[config.mk]
export PLATFORM = sky130hd
export DESIGN_NAME = turfio_cin_autotrain
export DESIGN_NICKNAME = d
export VERILOG_FILES = /design/src/rtl/turfio_autotrain_pkg.sv /design/src/rtl/turfio_autotrain_eye.sv /design/src/rtl/turfio_cin_autotrain.sv
export SDC_FILE = /design/constraint.sdc
export NUM_CORES = 1
export LEC_CHECK = 0
export ABC_AREA = 1
export BUFFER_PORTS_ARGS = -buffer_cell sky130_fd_sc_hd__buf_4
export CAP_MARGIN = 5
export CORE_UTILIZATION = 58
export DETAILED_ROUTE_END_ITERATION = 6
export GPL_TIMING_DRIVEN = 0
export PLACE_DENSITY = 0.83
export SLEW_MARGIN = 10
export SYNTH_ARGS = -nofsm -noshare
export SYNTH_HDL_FRONTEND = slang
export SYNTH_SLANG_ARGS = --single-unit
[constraint.sdc]
create_clock -name wb_clk_i -period 2.85 [get_ports wb_clk_i]
set_input_delay 0 -clock wb_clk_i [delete_from_list [all_inputs] [get_ports wb_clk_i]]
set_output_delay 0 -clock wb_clk_i [all_outputs]
set_load 0.05 [all_outputs]
[src/rtl/turfio_autotrain_pkg.sv]
// Shared types for the TURFIO CIN auto-training sequencer.
// Holds the FSM state enum, fail codes and the IDELAY tap type.
package turfio_autotrain_pkg;

  typedef logic [8:0] tap_t;

  typedef enum logic [3:0] {
    S_IDLE,
    S_WAIT_RDY,
    S_RST_CIN,
    S_SET_TAP,
    S_SETTLE,
    S_DWELL,
    S_NEXT_TAP,
    S_CENTER,
    S_CTR_SETTLE,
    S_SLIP_CAP,
    S_SLIP_CHK,
    S_SLIP_WAIT,
    S_LOCK,
    S_LOCK_WAIT,
    S_DONE,
    S_FAIL
  } state_t;

  localparam logic [2:0] FAIL_NONE      = 3'd0;
  localparam logic [2:0] FAIL_NO_EYE    = 3'd1;
  localparam logic [2:0] FAIL_NO_PAT    = 3'd2;
  localparam logic [2:0] FAIL_NO_LOCK   = 3'd3;
  localparam logic [2:0] FAIL_LOCK_LOST = 3'd4;
  localparam logic [2:0] FAIL_ABORT     = 3'd5;

endpackage

[src/rtl/turfio_autotrain_eye.sv]
// Eye tracker: longest run of good sweep points and where it began.
// Ties keep the earlier run, since only a strictly longer run replaces it.
module turfio_autotrain_eye
  import turfio_autotrain_pkg::*;
(
  input  logic       clk_i,
  input  logic       rst_n_i,
  input  logic       clr_i,
  input  logic       valid_i,
  input  logic       good_i,
  input  logic [8:0] tap_i,
  output logic [8:0] best_start_o,
  output logic [6:0] best_len_o
);

  logic [6:0] run_q;
  logic [6:0] best_q;
  tap_t       run_start_q;
  tap_t       best_start_q;
  logic [6:0] run_d;
  tap_t       start_d;

  always_comb begin
    run_d   = run_q + 7'd1;
    start_d = (run_q == 7'd0) ? tap_i : run_start_q;
  end

  always_ff @(posedge clk_i) begin
    if (!rst_n_i || clr_i) begin
      run_q        <= '0;
      best_q       <= '0;
      run_start_q  <= '0;
      best_start_q <= '0;
    end else if (valid_i) begin
      if (good_i) begin
        run_q       <= run_d;
        run_start_q <= start_d;
        if (run_d > best_q) begin
          best_q       <= run_d;
          best_start_q <= start_d;
        end
      end else begin
        run_q <= '0;
      end
    end
  end

  assign best_start_o = best_start_q;
  assign best_len_o   = best_q;

endmodule

[src/rtl/turfio_cin_autotrain.sv]
// CIN receive-path auto-trainer: tap sweep, eye centring, bitslip, lock.
// Optional per-tap error counter enabled by TURFIO_AUTOTRAIN_ERRCNT_EN.
module turfio_cin_autotrain
  import turfio_autotrain_pkg::*;
#(
  parameter int          TAP_MAX       = 511,
  parameter int          TAP_STEP      = 8,
  parameter int          MIN_EYE       = 4,
  parameter int          SETTLE_CYCLES = 64,
  parameter int          DWELL_CYCLES  = 4096,
  parameter int          CAPTURE_WAIT  = 64,
  parameter int          LOCK_WAIT     = 1024,
  parameter logic [31:0] TRAIN_PATTERN = 32'hA55A6996
) (
  input  logic        wb_clk_i,
  input  logic        wb_rst_n_i,
  input  logic        start_i,
  input  logic        abort_i,
  input  logic        idelayctrl_rdy_i,
  input  logic        cin_err_i,
  input  logic        lock_status_i,
  input  logic [31:0] capture_data_i,
  output logic        cin_rst_o,
  output logic        en_vtc_o,
  output logic        delay_load_o,
  output logic [8:0]  delay_cntvaluein_o,
  output logic        capture_req_o,
  output logic        bitslip_rst_o,
  output logic        bitslip_o,
  output logic        lock_req_o,
  output logic        ctrl_active_o,
  output logic        done_o,
  output logic        fail_o,
  output logic [2:0]  fail_code_o,
  output logic [8:0]  eye_start_o,
  output logic [6:0]  eye_len_o,
  output logic [8:0]  tap_o
`ifdef TURFIO_AUTOTRAIN_ERRCNT_EN
  ,
  output logic [15:0] err_count_o,
  output logic [8:0]  err_tap_o
`endif
);

  localparam logic [15:0] SETTLE_M1 = 16'(SETTLE_CYCLES - 1);
  localparam logic [15:0] DWELL_M1  = 16'(DWELL_CYCLES - 1);
  localparam logic [15:0] CAP_M1    = 16'(CAPTURE_WAIT - 1);
  localparam logic [15:0] LOCK_M1   = 16'(LOCK_WAIT - 1);

  logic [1:0]  rdy_sq, err_sq, lock_sq;
  logic        rdy_s, err_s, lock_s;

  state_t      state_q;
  logic [15:0] cnt_q;
  tap_t        tap_q, dcv_q, eye_start_q;
  logic [6:0]  eye_len_q;
  logic [4:0]  slip_q;
  logic [2:0]  code_q;
  logic        load_q, cin_rst_q, en_vtc_q, cap_q, bs_rst_q;
  logic        bs_q, lreq_q, active_q, done_q, fail_q, err_seen_q;

  tap_t        best_start;
  logic [6:0]  best_len;
  logic [6:0]  half_d;
  logic [9:0]  next_tap_d, ctr_tap_d;
  logic [2:0]  fail_code_d;
  logic        start_ok, eye_valid, eye_good, eye_clr;

  always_ff @(posedge wb_clk_i) begin
    if (!wb_rst_n_i) begin
      rdy_sq  <= '0;
      err_sq  <= '0;
      lock_sq <= '0;
    end else begin
      rdy_sq  <= {rdy_sq[0], idelayctrl_rdy_i};
      err_sq  <= {err_sq[0], cin_err_i};
      lock_sq <= {lock_sq[0], lock_status_i};
    end
  end

  assign rdy_s  = rdy_sq[1];
  assign err_s  = err_sq[1];
  assign lock_s = lock_sq[1];

  assign start_ok  = start_i && (state_q == S_IDLE ||
                                 state_q == S_DONE ||
                                 state_q == S_FAIL);
  assign eye_clr   = (state_q == S_RST_CIN);
  assign eye_valid = (state_q == S_DWELL) && (cnt_q == 16'd0);
  assign eye_good  = !(err_seen_q || err_s);

  turfio_autotrain_eye u_eye (
    .clk_i        (wb_clk_i),
    .rst_n_i      (wb_rst_n_i),
    .clr_i        (eye_clr),
    .valid_i      (eye_valid),
    .good_i       (eye_good),
    .tap_i        (tap_q),
    .best_start_o (best_start),
    .best_len_o   (best_len)
  );

  always_comb begin
    half_d     = (best_len - 7'd1) >> 1;
    next_tap_d = {1'b0, tap_q} + 10'(TAP_STEP);
    ctr_tap_d  = {1'b0, best_start} + 10'(int'(half_d) * TAP_STEP);
  end

  // Every failure exit is decided here so the FSM only walks success paths.
  always_comb begin
    fail_code_d = FAIL_NONE;
    if (abort_i && state_q != S_IDLE) begin
      fail_code_d = FAIL_ABORT;
    end else begin
      unique case (state_q)
        S_CENTER:
          if (int'(best_len) < MIN_EYE) fail_code_d = FAIL_NO_EYE;
        S_SLIP_CHK:
          if (capture_data_i != TRAIN_PATTERN && slip_q == 5'd31)
            fail_code_d = FAIL_NO_PAT;
        S_LOCK_WAIT:
          if (!lock_s && cnt_q == 16'd0) fail_code_d = FAIL_NO_LOCK;
        S_DONE:
          if (!lock_s && !start_i) fail_code_d = FAIL_LOCK_LOST;
        default: ;
      endcase
    end
  end

  always_ff @(posedge wb_clk_i) begin
    if (!wb_rst_n_i) begin
      state_q     <= S_IDLE;
      cnt_q       <= '0;
      tap_q       <= '0;
      dcv_q       <= '0;
      eye_start_q <= '0;
      eye_len_q   <= '0;
      slip_q      <= '0;
      code_q      <= FAIL_NONE;
      load_q      <= 1'b0;
      cin_rst_q   <= 1'b0;
      en_vtc_q    <= 1'b1;
      cap_q       <= 1'b0;
      bs_rst_q    <= 1'b0;
      bs_q        <= 1'b0;
      lreq_q      <= 1'b0;
      active_q    <= 1'b0;
      done_q      <= 1'b0;
      fail_q      <= 1'b0;
      err_seen_q  <= 1'b0;
    end else begin
      load_q <= 1'b0;
      bs_q   <= 1'b0;
      lreq_q <= 1'b0;
      if (fail_code_d != FAIL_NONE) begin
        state_q   <= S_FAIL;
        code_q    <= fail_code_d;
        fail_q    <= 1'b1;
        done_q    <= 1'b0;
        active_q  <= 1'b0;
        en_vtc_q  <= 1'b1;
        cin_rst_q <= 1'b0;
        bs_rst_q  <= 1'b0;
        cap_q     <= 1'b0;
      end else if (start_ok) begin
        state_q     <= S_WAIT_RDY;
        code_q      <= FAIL_NONE;
        fail_q      <= 1'b0;
        done_q      <= 1'b0;
        active_q    <= 1'b1;
        eye_start_q <= '0;
        eye_len_q   <= '0;
      end else begin
        unique case (state_q)
          S_WAIT_RDY:
            if (rdy_s) begin
              state_q   <= S_RST_CIN;
              cnt_q     <= 16'd3;
              cin_rst_q <= 1'b1;
              bs_rst_q  <= 1'b1;
              en_vtc_q  <= 1'b0;
            end
          S_RST_CIN:
            if (cnt_q == 16'd0) begin
              state_q   <= S_SET_TAP;
              cin_rst_q <= 1'b0;
              bs_rst_q  <= 1'b0;
              tap_q     <= '0;
              dcv_q     <= '0;
              load_q    <= 1'b1;
            end else begin
              cnt_q <= cnt_q - 16'd1;
            end
          S_SET_TAP: begin
            state_q <= S_SETTLE;
            cnt_q   <= SETTLE_M1;
          end
          S_SETTLE:
            if (cnt_q == 16'd0) begin
              state_q    <= S_DWELL;
              cnt_q      <= DWELL_M1;
              err_seen_q <= 1'b0;
            end else begin
              cnt_q <= cnt_q - 16'd1;
            end
          S_DWELL: begin
            err_seen_q <= err_seen_q | err_s;
            if (cnt_q == 16'd0) state_q <= S_NEXT_TAP;
            else cnt_q <= cnt_q - 16'd1;
          end
          S_NEXT_TAP:
            if (int'(next_tap_d) > TAP_MAX) begin
              state_q <= S_CENTER;
            end else begin
              state_q <= S_SET_TAP;
              tap_q   <= next_tap_d[8:0];
              dcv_q   <= next_tap_d[8:0];
              load_q  <= 1'b1;
            end
          S_CENTER: begin
            state_q     <= S_CTR_SETTLE;
            tap_q       <= ctr_tap_d[8:0];
            dcv_q       <= ctr_tap_d[8:0];
            load_q      <= 1'b1;
            eye_start_q <= best_start;
            eye_len_q   <= best_len;
            cnt_q       <= SETTLE_M1;
            slip_q      <= '0;
          end
          S_CTR_SETTLE, S_SLIP_WAIT:
            if (cnt_q == 16'd0) begin
              state_q <= S_SLIP_CAP;
              cap_q   <= 1'b1;
              cnt_q   <= CAP_M1;
            end else begin
              cnt_q <= cnt_q - 16'd1;
            end
          S_SLIP_CAP:
            if (cnt_q == 16'd0) begin
              state_q <= S_SLIP_CHK;
              cap_q   <= 1'b0;
            end else begin
              cnt_q <= cnt_q - 16'd1;
            end
          S_SLIP_CHK:
            if (capture_data_i == TRAIN_PATTERN) begin
              state_q <= S_LOCK;
              lreq_q  <= 1'b1;
            end else begin
              state_q <= S_SLIP_WAIT;
              bs_q    <= 1'b1;
              slip_q  <= slip_q + 5'd1;
              cnt_q   <= 16'd15;
            end
          S_LOCK: begin
            state_q <= S_LOCK_WAIT;
            cnt_q   <= LOCK_M1;
          end
          S_LOCK_WAIT:
            if (lock_s) begin
              state_q  <= S_DONE;
              done_q   <= 1'b1;
              en_vtc_q <= 1'b1;
              active_q <= 1'b0;
            end else begin
              cnt_q <= cnt_q - 16'd1;
            end
          default: ;
        endcase
      end
    end
  end

`ifdef TURFIO_AUTOTRAIN_ERRCNT_EN
  logic [15:0] ecnt_q, ecnt_d, err_count_q;
  tap_t        err_tap_q;

  assign ecnt_d = (err_s && ecnt_q != 16'hFFFF) ? ecnt_q + 16'd1 : ecnt_q;

  always_ff @(posedge wb_clk_i) begin
    if (!wb_rst_n_i) begin
      ecnt_q      <= '0;
      err_count_q <= '0;
      err_tap_q   <= '0;
    end else if (state_q == S_SETTLE) begin
      ecnt_q <= '0;
    end else if (state_q == S_DWELL) begin
      ecnt_q <= ecnt_d;
      if (cnt_q == 16'd0) begin
        err_count_q <= ecnt_d;
        err_tap_q   <= tap_q;
      end
    end
  end

  assign err_count_o = err_count_q;
  assign err_tap_o   = err_tap_q;
`endif

  assign cin_rst_o          = cin_rst_q;
  assign en_vtc_o           = en_vtc_q;
  assign delay_load_o       = load_q;
  assign delay_cntvaluein_o = dcv_q;
  assign capture_req_o      = cap_q;
  assign bitslip_rst_o      = bs_rst_q;
  assign bitslip_o          = bs_q;
  assign lock_req_o         = lreq_q;
  assign ctrl_active_o      = active_q;
  assign done_o             = done_q;
  assign fail_o             = fail_q;
  assign fail_code_o        = code_q;
  assign eye_start_o        = eye_start_q;
  assign eye_len_o          = eye_len_q;
  assign tap_o              = tap_q;

endmodule

# == Word level (Yosys, flattened, before mapping) ==
# Index checks and enable logic that the tools add are counted.
# Widths: inputs -> output; s select.
# classes
reduce_logical,49
muxes,57
bitwise_logic,6
magnitude_cmp,3
addsub,6
eq_ne,35
# ops
operator,n
$pmux 16 s8,1
$mux 16,6
$pmux 4 s12,1
$mux 9,5
$mux 4,9
$eq 32x32->1 const B,1
$eq 4x4->1 const B,8
$ne 32x32->1 const B,1
$pmux 9 s3,1
$ne 4x4->1 const B,6
$mux 7,3
$ne 2x2->1 const B,10
$reduce_and 4->1,5
$mux 3,6
$reduce_bool 2->1,9
$eq 4x3->1 const B,4
$logic_not 16->1,1
$sub 16x1->16 const B,1
$mux 1,15
$reduce_bool 14->1,1
$pmux 3 s4,1
$add 9x4->10 const B,1
$gt 10x9->1 const B,1
$pmux 5 s2,1
32 further kinds,58
# word_totals
ff_bits,101
elab_cells,180
in_bits,39
output_inout_bits,47

# == Logic depth before layout (Yosys ltp) ==
# Gate-level depths: netlist of the first run.
# depth
word_depth,8
depth_mapped,15
mapped_depth_nobuf,15

# == Modules after synthesis ==
# Synthesis of the first run repeated with hierarchy kept, for this count alone.
# hier_totals
hier_cells,976
hier_area_um2,6180.9
# modules_own_cells
mod,instances,area_each_um2,cells_per_inst,seq_area_each_um2
turfio_cin_autotrain,1,4289.1,697,1381.3
turfio_autotrain_eye,1,1891.8,279,640.6

# == Least setup slack after synthesis of the first run ==
# No wires, ideal clock.
# synth_path
kind,reg-to-reg
startpoint,register u_eye.run_q[0]
endpoint,"register u_eye.best_start_q[1], in the netlist u_eye.best_start_o[1]"
t_required_ps,2731
slack_ps,678
stages_incl_launch_ff,13
n_path_buf,1
arrival_time_ps,2052
synth_period_minus_slack_ps,2172
setup_time_ps,119
path_cell_list,dfxtp_1 -> ha_1 -> nand3_1 -> nand3b_1 -> xnor2_1 -> ha_1 -> nand2_1 -> o21a_1 -> nand2_1 -> nand3_1 -> buf_2 -> o21ai_0 -> a21oi_1
# synth_via
elab_chain_len,3
word_cells_on_any_way,5
classes_between,1 x add/sub; 1 x order compare; 1 x mux; 2 x reduce/logical
# synth_rtl
item,line_no,text
start: declaration,turfio_autotrain_eye.sv:16,logic [6:0] run_q;
start signal: assignment,turfio_autotrain_eye.sv:36,run_q <= run_d;
$add 7x1->7,turfio_autotrain_eye.sv:24,run_d = run_q + 7'd1;
via u_eye.run_d[6],turfio_autotrain_eye.sv:20,logic [6:0] run_d;
$gt 7x7->1,turfio_autotrain_eye.sv:38,if (run_d > best_q) begin
$reduce_and 3->1 (no source line),-,
end signal: assignment,turfio_autotrain_eye.sv:40,best_start_q <= start_d;
end: declaration,turfio_autotrain_eye.sv:19,tap_t best_start_q;
# The timed path passes the listed nets, and every way through them passes these cells.
# A chain may end at the register's enable or synchronous reset.

# == Worst setup path after layout of the first run ==
# layout_path
startpoint,register u_eye.run_q[0]
endpoint,"register u_eye.best_start_q[7], in the netlist u_eye.best_start_o[7]"
# The elaborated chain is that of the path after synthesis.

==> impl_metrics.env, run 1 <==
export IMPL_multiplexer_share_of_the_synthesized_area_pct=0
export IMPL_areaGrowthSynthToFinish_pct=16.95
export IMPL_power_total_w=0.005918
export IMPL_final_hold_violation_count=0
export IMPL_post_detailed_routing_wire_length_mm=14.79
export IMPL_global_route_wire_length_before_repair_mm=23.30
export IMPL_yosysWarningCount=0
export IMPL_synth_xor_area_share_pct=3.084
export IMPL_timing_hold_worst_class="in2reg"
export IMPL_asyncSetResetFlopFracSynth_pct=0
export IMPL_clock_path_buffers=2
export IMPL_postSynthNetCount=955
export IMPL_htreeDepth=3
export IMPL_timing_rr_start="u_eye.run_q[0]$_SDFFE_PP0P_"
export IMPL_initial_utilization_pct=60.46
export IMPL_mappedNetlistArea_um2=5964
export IMPL_crit_path_start="u_eye.run_q[0]$_SDFFE_PP0P_"
export IMPL_timing_max_slew_rel_slack_pct=60.57
export IMPL_detailed_place_area_um2=6761
export IMPL_dr_max_layer_used="met4"
export IMPL_layout_cells_non_filler=1131
export IMPL_drtPass1Iterations=5
export IMPL_worst_clock_skew_ns=0.01116
export IMPL_slowest_delay_ns=0.40
export IMPL_clock_tree_from_tritoncts="done"
export IMPL_holdCritStartpoint="abort_i"
export IMPL_critical_path_required_ns=3.17
export IMPL_clock_sinks=101
export IMPL_die_area_um2=10690
export IMPL_crit_path_top_delay_cell="sky130_fd_sc_hd__dfxtp_1"
export IMPL_rsz_0062_raised_after_global_routing="no"
export IMPL_cp_end_kind="flip-flop"
export IMPL_ios=86
export IMPL_antenna_found_initial=0
export IMPL_largest_net_degree_at_the_start_of_global_routing=19
export IMPL_dpl_hpwl_mm=11.40
export IMPL_synth_cell_types=44
export IMPL_path_type_of_the_worst_setup_path="reg2reg"
export IMPL_vias_in_the_first_global_route=5118
export IMPL_finalSetupTns_ns=0
export IMPL_drtAntennaViolNets=0
export IMPL_dr_wl_met3_um=871
export IMPL_regToRegEndpoint="u_eye.best_start_o[7]$_SDFFE_PP0P_"
export IMPL_post_drt_via_cell_ratio=5.143
export IMPL_post_route_min_period_ns=2.575
export IMPL_layout_drive_gt1_share_pct=17.23
export IMPL_seq_area_frac_synth_pct=33.90
export IMPL_m1_wl_mm=6.334
export IMPL_die_h_um=103.4
export IMPL_timing_max_cap_violations=0
export IMPL_die_width_um=103.4
export IMPL_cts_clk_slew_worst_paths_ns=0.10
export IMPL_ys_dominant_reg_cell="sky130_fd_sc_hd__dfxtp_1"
export IMPL_synthesized_netlist_cell_count=895
export IMPL_regToRegSetupSlack_ns=0.27
export IMPL_stdcell_area_um2=6975
export IMPL_port_buffers=84
export IMPL_worst_path_buf_inv=1
export IMPL_synth_adder_area_share_pct=4.531
export IMPL_design_core_area_um2=9864
export IMPL_synth_top_family_by_area="simple AND/OR/NAND/NOR gates"
export IMPL_placedCellCount=1112
export IMPL_count_of_unresolved_drc_violations_after_routing=0
export IMPL_crit_fanout=10
export IMPL_num_antenna_cells=0
export IMPL_final_hold_worst_slack_ns=0.01568
export IMPL_routed_wl_met2_mm=7.142
export IMPL_hold_path_endpoint="fail_code_o[0]$_SDFFE_PN0N_"
export IMPL_report_final_setup_viol=0
export IMPL_grt_overflow_total=0
export IMPL_nets_final=1053
export IMPL_vdd_ir_drop_max_mv=0.4733
export IMPL_synth_enable_flop_cells=0
export IMPL_tritoncts_num_buffers=9
export IMPL_clockRootBuffer="sky130_fd_sc_hd__clkbuf_8"
export IMPL_final_routed_wire_length_divided_by_cell_count_um=13.08
export IMPL_arrival_ns=2.89
export IMPL_total_number_of_vias=5817
export IMPL_post_synthesis_share_of_cell_area_spent_on_and_or_nand_and_nor_gates_pct=33.06
export IMPL_drv_slew=0
export IMPL_hold_path_depth=5
export IMPL_place_congestion=0.9616
export IMPL_worstMarginPinSlew_ns=0.5915
export IMPL_gr_usage_all_layers_pct=28.50
export IMPL_power_density_nw_per_um2=848.5
export IMPL_synth_compound_area_share_pct=13.45
export IMPL_run_status="finished clean"
export IMPL_std_cell_rows=36
export IMPL_achievable_frequency_ghz=0.3883
export IMPL_postSynthRegisterBits=101
export IMPL_final_min_period_over_clock_period_pct=90.35
export IMPL_synth_avg_cell_area_um2=6.664
export IMPL_worst_r2r_path_depth=12
export IMPL_post_cts_resize_count=0
export IMPL_critPathLaunchType="flip-flop"
export IMPL_power_leakage_nw=3.392
export IMPL_clkLatencyLatePin_ns=0.39
export IMPL_drt_first_iter_violations=207
export IMPL_critical_path_cell_chain="ha_1, nand3_1, nand3b_1, xnor2_1, ha_1, a21oi_1, o21a_1, nand2_1, nand3_1, buf_2, o21ai_0, a21oi_1"
export IMPL_critPathTopFamily="compound AO/OA/AOI/OAI gates"
==> cells by family (layout without fill, tap and decap cells) <==
group,after synthesis,count (layout)
AOI/OAI and AO/OA,145,145
buffers and inverters,163,266
adders and majority gates,21,21
and+or+nand+nor,444,444
DFF,101,101
xor gates and xnor gates,21,21
==> metal layers <==
layer,up-vias,global-route usage (%)
li1,3008,-
met1,2607,33.82
met2,163,49.67
met3,39,6.116
met4,0,12.13
met5,-,0
==> per-stage QoR <==
stage | util [%] | setup WS [ns]
final | 70.71 | 0.2750
after detailed placement | 68.54 | 0.3244
after CTS | 70.71 | 0.2823
after global routing | 70.71 | 0.03765
after global placement | 68.54 | 0.3758
after floorplan | - | 0.6782
==> tightest hold or removal path, delay by kind of cell <==
| family | cells | cell delay, ns |
|---|---|---|
| buf+inv | 1 | 0.09 |
| simple gates | 4 | 0.28 |
==> cells in the final DEF (no fill, tap or decap), types with 3 or more instances in the layout <==
master,n
sky130_fd_sc_hd__buf_4,95
sky130_fd_sc_hd__nor3_1,6
sky130_fd_sc_hd__buf_6,7
sky130_fd_sc_hd__a22oi_1,5
sky130_fd_sc_hd__nand3_2,3
sky130_fd_sc_hd__nor2_1,143
sky130_fd_sc_hd__inv_6,3
sky130_fd_sc_hd__nand2_2,9
sky130_fd_sc_hd__o31ai_1,3
sky130_fd_sc_hd__o22ai_1,3
sky130_fd_sc_hd__o21ai_1,11
sky130_fd_sc_hd__nor2_2,7
sky130_fd_sc_hd__nand4_1,11
sky130_fd_sc_hd__inv_2,11
sky130_fd_sc_hd__clkbuf_1,10
sky130_fd_sc_hd__nand3b_1,3
sky130_fd_sc_hd__nand3_1,32
sky130_fd_sc_hd__nand2_4,4
sky130_fd_sc_hd__buf_2,5
sky130_fd_sc_hd__dfxtp_1,101
sky130_fd_sc_hd__ha_1,20
sky130_fd_sc_hd__clkbuf_8,9
sky130_fd_sc_hd__nand2_1,210
sky130_fd_sc_hd__xnor2_1,5
sky130_fd_sc_hd__a21oi_1,66
sky130_fd_sc_hd__nor2_4,3
sky130_fd_sc_hd__dlygate4sd3_1,3
sky130_fd_sc_hd__inv_1,119
sky130_fd_sc_hd__o21ai_0,48
sky130_fd_sc_hd__nand4_2,3
sky130_fd_sc_hd__xor2_1,16
==> power by group <==
group          total (W)  internal (W)  switching, W
Combinational    0.00330       0.00110       0.00220
Sequential       0.00174       0.00158      0.000160
Clock           0.000887      0.000335      0.000552
Total            0.00592       0.00301       0.00291
==> timing repair <==
item	in CTS	in global routing
setup buffers	0	0
setup endpoints to repair	0	0
hold endpoints to repair	3	0
hold buffers	3	0
==> sequential cells by signal, indices dropped and copies added, names as in the netlist, 7 cells and up <==
signal              flops
eye_start_o             9
delay_cntvaluein_o      9
cnt_q                  16
eye_len_o               7
u_eye.run_start_q       9
u_eye.best_start_o      9
u_eye.run_q             7
u_eye.best_len_o        7
==> worst max path at each step <==
stage | to | slack (ns) | cells past startpoint
2_1_floorplan | u_eye.best_start_o[1]$_SDFFE_PP0P_ | 0.68 | 12
3_3_place_gp | u_eye.best_start_o[7]$_SDFFE_PP0P_ | 0.38 | 12
3_5_place_dp | u_eye.best_start_o[7]$_SDFFE_PP0P_ | 0.32 | 12
4_1_cts | u_eye.best_start_o[7]$_SDFFE_PP0P_ | 0.28 | 12
5_1_grt | u_eye.best_start_o[7]$_SDFFE_PP0P_ | 0.04 | 12
6_report | u_eye.best_start_o[7]$_SDFFE_PP0P_ | 0.27 | 12
==> cell type report <==
class | count | area (um2)
Clock buffer | 10 | 127.6
Inverter | 131 | 494.2
Sequential cell | 101 | 2022
Buffer | 32 | 220.2
Tap cell | 133 | 166.4
Clock inverter | 6 | 56.30
Multi-Input combinational cell | 631 | 3228
Fill cell | 873 | 2889
Timing Repair Buffer | 87 | 660.6
==> cell usage after synthesis, drive strengths merged, types with 3 or more instances <==
cell type  instances  area share [%]
nand3             35             3.2
ha                20             4.2
nand4             16             2.5
nor3               9             1.2
o31ai              3            0.38
nand2            223              15
a21oi             68             6.1
clkbuf             9            0.57
xor2              16             2.3
o21ai             59             5.0
inv              131             8.3
xnor2              5            0.73
nor2             153              10
buf               23             3.1
o22ai              3            0.31
dfxtp            101              34
a22oi              5            0.63
nand3b             3            0.38
Note: power is estimated with default switching activity, not from simulation.
==> inputs of run 2 (changes only) <==
--- a/config.mk
+++ b/config.mk
@@ -8,11 +8,12 @@
 export ABC_AREA = 1
 export BUFFER_PORTS_ARGS = -buffer_cell sky130_fd_sc_hd__buf_4
 export CAP_MARGIN = 5
+export CORE_ASPECT_RATIO = 1.75
 export CORE_UTILIZATION = 58
 export DETAILED_ROUTE_END_ITERATION = 6
 export GPL_TIMING_DRIVEN = 0
 export PLACE_DENSITY = 0.83
-export SLEW_MARGIN = 10
+export SLEW_MARGIN = 15
 export SYNTH_ARGS = -nofsm -noshare
 export SYNTH_HDL_FRONTEND = slang
 export SYNTH_SLANG_ARGS = --single-unit
==> run 2 against run 1 <==
Effect of this change: critical path depth stayed put; design area is 2.1% higher; via count is 2.2% higher; combinational power is 1% higher; register-to-register slack worse by 0.04 ns; critical endpoint unchanged.
==> impl_metrics.env, run 2 (synthesized netlist as in run 1, its figures left out) <==
export IMPL_critPathLaunchType="flip-flop"
export IMPL_total_number_of_vias=5947
export IMPL_htreeDepth=3
export IMPL_critical_path_required_ns=3.13
export IMPL_drv_slew=0
export IMPL_met1_usage_pct=27.56
export IMPL_post_drt_via_cell_ratio=5.296
export IMPL_largest_net_degree_at_the_start_of_global_routing=19
export IMPL_dpl_hpwl_mm=13.17
export IMPL_timing_max_cap_violations=0
export IMPL_crit_fanout=10
export IMPL_clockRootBuffer="sky130_fd_sc_hd__clkbuf_16"
export IMPL_power_leakage_nw=3.467
export IMPL_critical_path_endpoint="u_eye.best_start_o[7]$_SDFFE_PP0P_"
export IMPL_post_detailed_routing_wire_length_mm=16.57
export IMPL_die_h_um=136.2
export IMPL_global_route_wire_length_before_repair_mm=26.01
export IMPL_cp_end_kind="flip-flop"
export IMPL_timing_rr_start="u_eye.run_q[0]$_SDFFE_PP0P_"
export IMPL_layout_drive_gt1_share_pct=17.43
export IMPL_largest_register="cnt_q"
export IMPL_vias_in_the_first_global_route=5710
export IMPL_grt_most_used_layer="met2"
export IMPL_timing_hold_worst_class="in2reg"
export IMPL_clkLatencyLatePin_ns=0.35
export IMPL_design_core_area_um2=9910
export IMPL_drt_first_iter_violations=318
export IMPL_std_cell_rows=48
export IMPL_ff_latch_area_um2=2022
export IMPL_antenna_found_initial=0
export IMPL_count_of_unresolved_drc_violations_after_routing=0
export IMPL_cts_clk_slew_worst_paths_ns=0.07
export IMPL_arrival_ns=2.89
export IMPL_worstMarginPinSlew_ns=0.6053
export IMPL_path_type_of_the_worst_setup_path="reg2reg"
export IMPL_post_route_min_period_ns=2.617
export IMPL_die_area_um2=10710
export IMPL_initial_utilization_pct=60.19
export IMPL_regToRegEndpoint="u_eye.best_start_o[7]$_SDFFE_PP0P_"
export IMPL_drtAntennaViolNets=0
export IMPL_place_congestion=1.001
export IMPL_clock_sinks=101
export IMPL_clock_tree_from_tritoncts="done"
export IMPL_post_cts_buffers=0
export IMPL_nets_final=1053
export IMPL_rsz_0062_raised_after_global_routing="no"
export IMPL_gr_usage_met2_pct=62.61
export IMPL_timing_max_slew_rel_slack_pct=59.65
export IMPL_final_routed_wire_length_divided_by_cell_count_um=14.75
export IMPL_worst_clock_skew_ns=0.005527
export IMPL_drtPass1Iterations=6
export IMPL_finalSetupTns_ns=0
export IMPL_multiInputGateArea_um2=3236
export IMPL_crit_path_start="u_eye.run_q[0]$_SDFFE_PP0P_"
export IMPL_num_antenna_cells=0
export IMPL_final_min_period_over_clock_period_pct=91.82
export IMPL_fillerInstances=893
export IMPL_layout_commonest_cell="sky130_fd_sc_hd__nand2_1"
export IMPL_vdd_ir_drop_max_mv=0.4867
export IMPL_ios=86
export IMPL_worst_r2r_path_depth=12
export IMPL_final_cell_mix="sky130_fd_sc_hd__nand2_1 (210), sky130_fd_sc_hd__nor2_1 (143), sky130_fd_sc_hd__inv_1 (119), sky130_fd_sc_hd__dfxtp_1 (101), sky130_fd_sc_hd__buf_4 (95)"
export IMPL_die_width_um=78.66
export IMPL_gr_usage_all_layers_pct=31.95
export IMPL_clock_path_buffers=2
export IMPL_stdcell_area_um2=7122
export IMPL_port_buffers=84
export IMPL_final_hold_violation_count=0
export IMPL_areaGrowthSynthToFinish_pct=19.40
export IMPL_number_of_flip_flops_under_the_largest_register_name=16
export IMPL_run_status="finished clean"
export IMPL_grt_overflow_total=0
export IMPL_report_final_setup_viol=0
export IMPL_tritoncts_num_buffers=9
export IMPL_detailed_place_area_um2=6751
export IMPL_achievable_frequency_ghz=0.3821
export IMPL_power_density_nw_per_um2=907.2
export IMPL_routing_usage_on_met3_pct=5.638
export IMPL_regToRegSetupSlack_ns=0.23
run 2: report_power, final:
part           internal (W)  switching (W)  leakage (nW)
registers           0.00158       0.000172         0.820
logic               0.00110        0.00224          2.49
clock network      0.000786       0.000589         0.160
run 2: worst min-delay path by stage:
stage	depth (start not counted)	end	slack [ns]	start
final	3	cnt_q[2]$_SDFFE_PN0P_	0.03	wb_rst_n_i
after global routing	3	cnt_q[2]$_SDFFE_PN0P_	0.06	wb_rst_n_i
after CTS	3	cnt_q[3]$_SDFFE_PN0P_	0.02	wb_rst_n_i
after detailed placement	3	rdy_sq[0]$_SDFF_PN0_	0.19	idelayctrl_rdy_i
after global placement	3	rdy_sq[0]$_SDFF_PN0_	0.18	idelayctrl_rdy_i
after floorplan	2	err_sq[0]$_SDFF_PN0_	0.1	cin_err_i
run 2: timing repair:
item | in CTS | in global routing
endpoints found under the setup margin | 0 | 4
hold endpoints to repair | 3 | 0
resized for setup | 0 | 1
hold buffers | 3 | 0
run 2: worst max-delay path, stage by stage, from the launching register on:
cell and delay (ns):
sky130_fd_sc_hd__dfxtp_1 0.42, sky130_fd_sc_hd__ha_1 0.21, sky130_fd_sc_hd__nand3_1 0.12, sky130_fd_sc_hd__nand3b_1 0.22
sky130_fd_sc_hd__xnor2_2 0.25, sky130_fd_sc_hd__ha_1 0.31, sky130_fd_sc_hd__a21oi_1 0.14, sky130_fd_sc_hd__o21a_1 0.13
sky130_fd_sc_hd__nand2_1 0.08, sky130_fd_sc_hd__nand3_1 0.14, sky130_fd_sc_hd__buf_2 0.23, sky130_fd_sc_hd__o21ai_0 0.12
sky130_fd_sc_hd__a21oi_1 0.16
run 2: routing by layer:
layer | share of wire (%) | routed length [um]
met5 | 0 | 0
met1 | 33 | 5387
met3 | 4.0 | 665
met4 | 7.4 | 1221
met2 | 56 | 9292
run 2: layout make-up:
class | instances | area share, %
Clock inverter | 7 | 1.511
Sequential cell | 101 | 28.39
Multi-Input combinational cell | 631 | 45.43
Buffer | 32 | 3.092
Inverter | 131 | 6.940
Clock buffer | 9 | 3.162
Timing Repair Buffer | 87 | 9.276
Tap cell | 125 | 2.196
run 2: metrics by stage:
stage	util [%]	worst slack [ns]	hold slack [ns]	total power, W	cells
finish	71.87	0.2330	0.02683	0.006461	1123
global route	71.87	0.003161	0.05624	0.006881	1123
CTS	71.79	0.1476	0.02052	0.006452	1123
detailed placement	68.13	0.1806	0.1859	0.005070	1104
global placement	68.13	0.2698	0.1847	0.005031	1104
floorplan	-	0.6782	0.09763	0.004286	895
